**src/rtl/demux_tdm_2ch_pkg.sv**
```systemverilog
// Shared definitions for the two-channel TDM demultiplexer: state encoding and default sizes.
package demux_tdm_2ch_pkg;

    localparam int DEF_WIDTH = 8;
    localparam int DEF_CNT_W = 16;

    typedef enum logic [1:0] {
        HUNT    = 2'd0,
        EXP_CH1 = 2'd1,
        EXP_CH0 = 2'd2
    } tdm_state_t;

endpackage

```
**src/rtl/tdm_sync_fsm.sv**
```systemverilog
// Frame-alignment FSM: tracks which channel the next sample belongs to and decodes load/error strobes.
module tdm_sync_fsm
    import demux_tdm_2ch_pkg::*;
(
    input  logic       clk,
    input  logic       rst,
    input  logic       i_valid,
    input  logic       i_sync,
    output logic [1:0] o_state,
    output logic       o_ld_ch0,
    output logic       o_ld_ch1,
    output logic       o_err,
    output logic       o_ch0_valid,
    output logic       o_ch1_valid,
    output logic       o_pair_valid,
    output logic       o_sync_err
);

    tdm_state_t r_state;
    tdm_state_t w_next;
    logic       w_ld_ch0;
    logic       w_ld_ch1;
    logic       w_err;

    // i_valid is a one-way strobe with no back-pressure: every cycle with i_valid=1 carries a sample
    // that is consumed on that edge; cycles with i_valid=0 leave the state and all strobes idle.
    always_comb begin
        w_next   = r_state;
        w_ld_ch0 = 1'b0;
        w_ld_ch1 = 1'b0;
        w_err    = 1'b0;
        case (r_state)
            HUNT: begin
                if (i_valid && i_sync) begin
                    w_ld_ch0 = 1'b1;
                    w_next   = EXP_CH1;
                end
            end
            EXP_CH1: begin
                if (i_valid) begin
                    if (i_sync) begin
                        w_ld_ch0 = 1'b1;
                        w_err    = 1'b1;
                    end else begin
                        w_ld_ch1 = 1'b1;
                        w_next   = EXP_CH0;
                    end
                end
            end
            EXP_CH0: begin
                if (i_valid) begin
                    if (i_sync) begin
                        w_ld_ch0 = 1'b1;
                        w_next   = EXP_CH1;
                    end else begin
                        w_err  = 1'b1;
                        w_next = HUNT;
                    end
                end
            end
            default: w_next = HUNT;
        endcase
    end

    always_ff @(posedge clk) begin
        if (rst) begin
            r_state      <= HUNT;
            o_ch0_valid  <= 1'b0;
            o_ch1_valid  <= 1'b0;
            o_pair_valid <= 1'b0;
            o_sync_err   <= 1'b0;
        end else begin
            r_state      <= w_next;
            o_ch0_valid  <= w_ld_ch0;
            o_ch1_valid  <= w_ld_ch1;
            o_pair_valid <= w_ld_ch1;
            o_sync_err   <= w_err;
        end
    end

    assign o_state  = r_state;
    assign o_ld_ch0 = w_ld_ch0;
    assign o_ld_ch1 = w_ld_ch1;
    assign o_err    = w_err;

endmodule

```
**src/rtl/demux_tdm_2ch.sv**
```systemverilog
// Two-channel TDM demultiplexer: splits a ch0/ch1 sample stream into registered per-channel outputs.
module demux_tdm_2ch
    import demux_tdm_2ch_pkg::*;
#(
    parameter int WIDTH = DEF_WIDTH,
    parameter int CNT_W = DEF_CNT_W
) (
    input  logic             clk,
    input  logic             rst,
    input  logic [WIDTH-1:0] din,
    input  logic             din_valid,
    input  logic             frame_sync,
    output logic [WIDTH-1:0] ch0_data,
    output logic             ch0_valid,
    output logic [WIDTH-1:0] ch1_data,
    output logic             ch1_valid,
    output logic             pair_valid,
    output logic             sync_err,
    output logic [CNT_W-1:0] frame_cnt,
    output logic [7:0]       err_cnt,
    output logic [1:0]       o_dbg_state
);

    logic             w_ld_ch0;
    logic             w_ld_ch1;
    logic             w_err;
    logic [WIDTH-1:0] r_ch0_data;
    logic [WIDTH-1:0] r_ch1_data;
    logic [CNT_W-1:0] r_frame_cnt;
    logic [7:0]       r_err_cnt;

    tdm_sync_fsm u_fsm (
        .clk          (clk),
        .rst          (rst),
        .i_valid      (din_valid),
        .i_sync       (frame_sync),
        .o_state      (o_dbg_state),
        .o_ld_ch0     (w_ld_ch0),
        .o_ld_ch1     (w_ld_ch1),
        .o_err        (w_err),
        .o_ch0_valid  (ch0_valid),
        .o_ch1_valid  (ch1_valid),
        .o_pair_valid (pair_valid),
        .o_sync_err   (sync_err)
    );

    always_ff @(posedge clk) begin
        if (rst) begin
            r_ch0_data  <= '0;
            r_ch1_data  <= '0;
            r_frame_cnt <= '0;
            r_err_cnt   <= '0;
        end else begin
            if (w_ld_ch0) r_ch0_data <= din;
            if (w_ld_ch1) begin
                r_ch1_data  <= din;
                r_frame_cnt <= r_frame_cnt + CNT_W'(1);
            end
            // Error count sticks at 255; sync_err keeps pulsing from the FSM regardless.
            if (w_err && (r_err_cnt != 8'hFF)) r_err_cnt <= r_err_cnt + 8'd1;
        end
    end

    assign ch0_data  = r_ch0_data;
    assign ch1_data  = r_ch1_data;
    assign frame_cnt = r_frame_cnt;
    assign err_cnt   = r_err_cnt;

endmodule

```
**config.mk**
```make
export PLATFORM = sky130hd
export DESIGN_NAME = demux_tdm_2ch
export DESIGN_NICKNAME = d
export VERILOG_FILES = /design/src/rtl/demux_tdm_2ch_pkg.sv /design/src/rtl/tdm_sync_fsm.sv /design/src/rtl/demux_tdm_2ch.sv
export SDC_FILE = /design/constraint.sdc
export NUM_CORES = 1
export LEC_CHECK = 0
export BUFFER_PORTS_ARGS = -buffer_cell sky130_fd_sc_hd__buf_2
export CORE_UTILIZATION = 44
export CTS_CLUSTER_SIZE = 24
export DETAILED_ROUTE_END_ITERATION = 10
export PLACE_DENSITY = 0.7
export SYNTH_ARGS = -nofsm -noshare
export SYNTH_HDL_FRONTEND = slang
export SYNTH_SLANG_ARGS = --single-unit
export TNS_END_PERCENT = 20
```
**constraint.sdc**
```tcl
create_clock -name clk -period 2.1 [get_ports clk]
set_input_delay 0.21 -clock clk [delete_from_list [all_inputs] [get_ports clk]]
set_output_delay 0.21 -clock clk [all_outputs]
set_load 0.03 [all_outputs]
```
======== After elaboration in Yosys (flattened, before gate mapping) ========
Index checks and enable logic that the tools add are counted.
W data, S select, Z words.
word-level totals
  bits in registers ....................... 45
  input port bits ......................... 12
  output and inout bits ................... 46
  logic and storage cells ................. 36
cells by class
  $add $sub $neg .......................... 2
  eq/ne operators ......................... 7
  muxes and demuxes ....................... 14
  reduce and logical (&&, ||, !) cells .... 5
operators with widths
  cell                     count
  $add A16 B1 Y16 const B  1
  $add A8 B1 Y8 const B    1
  $mux W2                  4
  $ne A8 B8 Y1 const B     1
  $mux W1                  7
  $ne A2 B2 Y1 const B     3
  $pmux W2 S3              1
  $pmux W1 S2              2
  $reduce_and A4 Y1        1
  $eq A2 B1 Y1 const B     1
  $eq A2 B2 Y1 const B     1
  $logic_and A1 B1 Y1      2
  $logic_not A2 Y1         1
  $ne A2 B1 Y1 const B     1
  $reduce_or A2 Y1         1

======== Logic depth before layout (Yosys ltp) ========
  word-level depth ........................ 4
  gate-level depth with buffers ........... 7
  depth with buffers taken out ............ 6

======== Modules after synthesis ========
Synthesis repeated with hierarchy kept, for this count alone.
unflattened totals
  cell total of the unflattened synthesis .. 210
  area total of the unflattened synthesis .. 1994.4 um2
by module, submodules not included
  module         times used  cells each  area an instance (um2)  seq. area each (um2)
  demux_tdm_2ch  1           176         1685.4                  800.8
  tdm_sync_fsm   1           34          309.0                   100.1

======== Least setup slack after synthesis ========
Ideal clock, no wire load.
  kind .................................... flip-flop to flip-flop
  start point ............................. register u_fsm.r_state[0], in the netlist u_fsm.o_state[0]
  end point ............................... register r_err_cnt[3], in the netlist err_cnt[3]
  library setup time ...................... 0.070 ns
  data arrival time ....................... 1.927 ns
  required time ........................... 2.030 ns
  path slack .............................. 0.102 ns
  cell stages (with the launch flop) ...... 7
  path buffers ............................ 0
  period minus slack after synthesis ...... 1.998 ns
  path through ............................ dfxtp_1 > inv_1 > ha_1 > nand2_1 > or2_4 > or4_1 > a21oi_1
between the ends
  word-level cells in the longest chain between the ends .. 3
  elaborated cells between the ends (all ways) .. 4
  classes of those cells .................. eq/ne: 2; mux: 1; reduce/logical: 1
ends and longest elaborated chain
  what                                                 RTL line             text
  from (decl)                                          tdm_sync_fsm.sv:19   tdm_state_t r_state;
  from (signal assigned)                               tdm_sync_fsm.sv:73   r_state <= w_next;
  $eq A2 B2 Y1 / $eq A2 B1 Y1 (equally long branches)  tdm_sync_fsm.sv:32   case (r_state)
  $pmux W1 S2 (*)                                      tdm_sync_fsm.sv:32
  $logic_and A1 B1 Y1 (*)                              demux_tdm_2ch.sv:60  if (w_err && (r_err_cnt != 8'hFF)) r_err_cnt <= r_err_cnt + 8'd1;
  to (signal assigned)                                 demux_tdm_2ch.sv:60
  to (decl)                                            demux_tdm_2ch.sv:30  logic [7:0] r_err_cnt;
Every way passes the cells marked *; elsewhere a longest branch is shown, timed or not.
A chain may end at the register's enable or synchronous reset.

======== Worst setup path after layout ========
  start point ............................. register u_fsm.r_state[1], in the netlist u_fsm.o_state[1]
  end point ............................... register r_frame_cnt[6], in the netlist frame_cnt[6]
between the ends
  word-level cells in the longest chain between the ends .. 2
ends and longest elaborated chain
  what                  RTL line             text
  $eq A2 B1 Y1          tdm_sync_fsm.sv:32
  $mux W1               tdm_sync_fsm.sv:32
  to (signal assigned)  demux_tdm_2ch.sv:57  r_frame_cnt <= r_frame_cnt + CNT_W'(1);
  to (decl)             demux_tdm_2ch.sv:29  logic [CNT_W-1:0] r_frame_cnt;
No other way between the ends.

==> flow_metrics.tcl <==
set metrics [dict create \
    status "finished, final reports clean" \
    grt.busiest_layer "met2" \
    grt_pass1_wl_mm 6.55 \
    mostFrequentLayoutCells "57 x buf_2, 45 x dfxtp_1, 26 x nor2_1, 26 x nand2_1, 24 x a21oi_1" \
    grt_util_met3 0.0559 \
    drc 0 \
    worstSetupPathType "register to register" \
    drtAntennaViolNets 0 \
    ys_warn_count 0 \
    hold_viol_final 0 \
    cp-end-kind "register" \
    cts_setup_buffers 0 \
    area_delta_synth_final_pct 21.5 \
    worstPathArrival_ps 2120 \
    ys_async_sr_fraction 0 \
    ctsHtreeMaxLevel 2 \
    cts_tree "built" \
    die_w_um 68.8 \
    via_count 1744 \
    setup_viol 0 \
    grt_pass1_vias 1524 \
    finalWorstSetupSlack_ps 195 \
    clk_pin_slew_ps 90 \
    clock-sinks 45 \
    syn_nets 244 \
    netlist_area_um2 1960 \
    peakVddDrop_uv 509 \
    drt_wl_total_mm 4.12 \
    period_share 0.907 \
    antenna-diode-count 0 \
    ys_ff_latch 45 \
    layout-drive-gt1-share 0.257 \
    num-nets-final 302 \
    synth.mux.area_fraction 0.0624 \
    p_leak_nw 1.01 \
    dieArea_um2 4740 \
    port_buffers 57 \
    synth_simple_gate_area_frac 0.268 \
    relSlewSlack 0.608 \
    cp-start-kind "register" \
    fin_skew_ps 6.37 \
    first_pass_iters 4 \
    synth_compound_area_frac 0.107 \
    rsz0062_at_grt "false" \
    power_density_nw_per_um2 782 \
    cp.required_ps 2320 \
    drt_iter0_markers 59 \
    syn_inst 225 \
    cap_violations 0 \
    syn_avg_cell_area_um2 8.73 \
    synth_ff_type "dfxtp_1" \
    track_usage 0.185 \
    yosysSeqAreaShare 0.459 \
    fin_hold_ws_ps 162 \
    cts_hold_buf 0 \
    drv_slew 0 \
    start_util 0.474 \
    cts_buffer_depth 2 \
    dp_slack_ps 204 \
    via_per_inst 5.22 \
    crit_fanout 9 \
    grt_remaining_overflow 0 \
    worstMarginPinSlew_ps 589 \
    die_h_um 68.8 \
    clk-insertion-delay-late_ps 290 \
    cts_buffers 5 \
    wl_per_cell_um 12.3 \
    holdCritPathClass "input port to register" \
    ys_types 33 \
    synth_xor_area_frac 0.0312 \
    max_freq_mhz 525 \
    use_met2 0.292 \
    final_common_cell "buf_2" \
    grt_max_degree 34 \
    finalCriticalPeriod_ps 1900 \
    finalSetupTns_ps 0 \
    rows 23 \
    ios 58 \
    synth_top_family_by_area "simple AND/OR/NAND/NOR gates" \
    cts_resized 0 \
    fp.coreArea_um2 4140 \
    synth_edf_count 0 \
    gp_congestion 0.817 \
    antenna_found_initial 0 \
    synthAdderAreaFrac 0.0446 \
    cts-root-buf "clkbuf_8" \
    fin_area_um2 2390 \
    place_area_um2 2300 \
    hpwl_mm 2.95 \
    grt_util_met1 0.234 \
]
where the power goes:
part           internal [W]  switching, W
registers          0.000898     0.0000309
logic              0.000145      0.000269
clock network      0.000235      0.000289
synth_stat cells (5+ instances only):
library cell,number,area (um^2)
dfxtp_1,45,901
nand2_1,26,97.6
nor2_1,26,97.6
a21oi_1,24,120
or3_1,11,68.8
mux2i_1,10,100
o21ai_0,9,45.0
nand3_1,8,40.0
ha_1,7,87.6
nand4_1,7,43.8
clkbuf_1,6,22.5
xor2_1,5,43.8
state kept, by name (all words and copies together), names as in the netlist:
register / flops
frame_cnt: 16
ch0_data: 8
ch1_data: 8
err_cnt: 8
u_fsm.o_state: 2
u_fsm.o_ch0_valid: 1
u_fsm.o_pair_valid: 1
u_fsm.o_sync_err: 1
final cells by class:
class / count / area [um^2]
Inverter: 3 / 11.3
Sequential cell: 45 / 901
Timing Repair Buffer: 61 / 315
Clock buffer: 6 / 72.6
Fill cell: 402 / 1760
Tap cell: 50 / 62.6
Multi-Input combinational cell: 167 / 1010
Clock inverter: 2 / 15.0
critical path, cell delays in order, from the launching register on:
cell and delay [ps]:
dfxtp_1 340, inv_1 120, ha_1 230, and3b_1 360, nand4_1 280, or3_1 370
a21oi_1 130
cells by family after synthesis:
family / after synthesis
and+or+nand+nor: 102
DFF: 45
AOI/OAI and AO/OA: 39
buffers and inverters: 13
muxes: 12
xor gates and xnor gates: 7
adders and majority gates: 7
per-stage QoR:
step / util / instances / total power [W]
2_1_floorplan: - / 225 / 0.00125
3_3_place_gp: 0.555 / 326 / 0.00136
3_5_place_dp: 0.555 / 326 / 0.00136
4_1_cts: 0.576 / 334 / 0.00189
5_1_grt: 0.576 / 334 / 0.00197
6_report: 0.576 / 334 / 0.00187
final timing paths:
kind | from | endpoint | slack (ps) | cells after the start
setup / recovery | u_fsm.o_state[1] | frame_cnt[6] | 200 | 6
hold / removal | din[1] | ch1_data[1] | 160 | 3
setup reg to reg | u_fsm.o_state[1] | frame_cnt[6] | 200 | 6
hold reg to reg | ch1_data[7] | ch1_data[7] | 450 | 2
per-layer routing:
layer | share of wire | wire (um)
met3 | 0.058 | 239
met5 | 0 | 0
met2 | 0.45 | 1840
met1 | 0.49 | 2010
met4 | 0.0070 | 29
(Power assumes the default switching activity.)
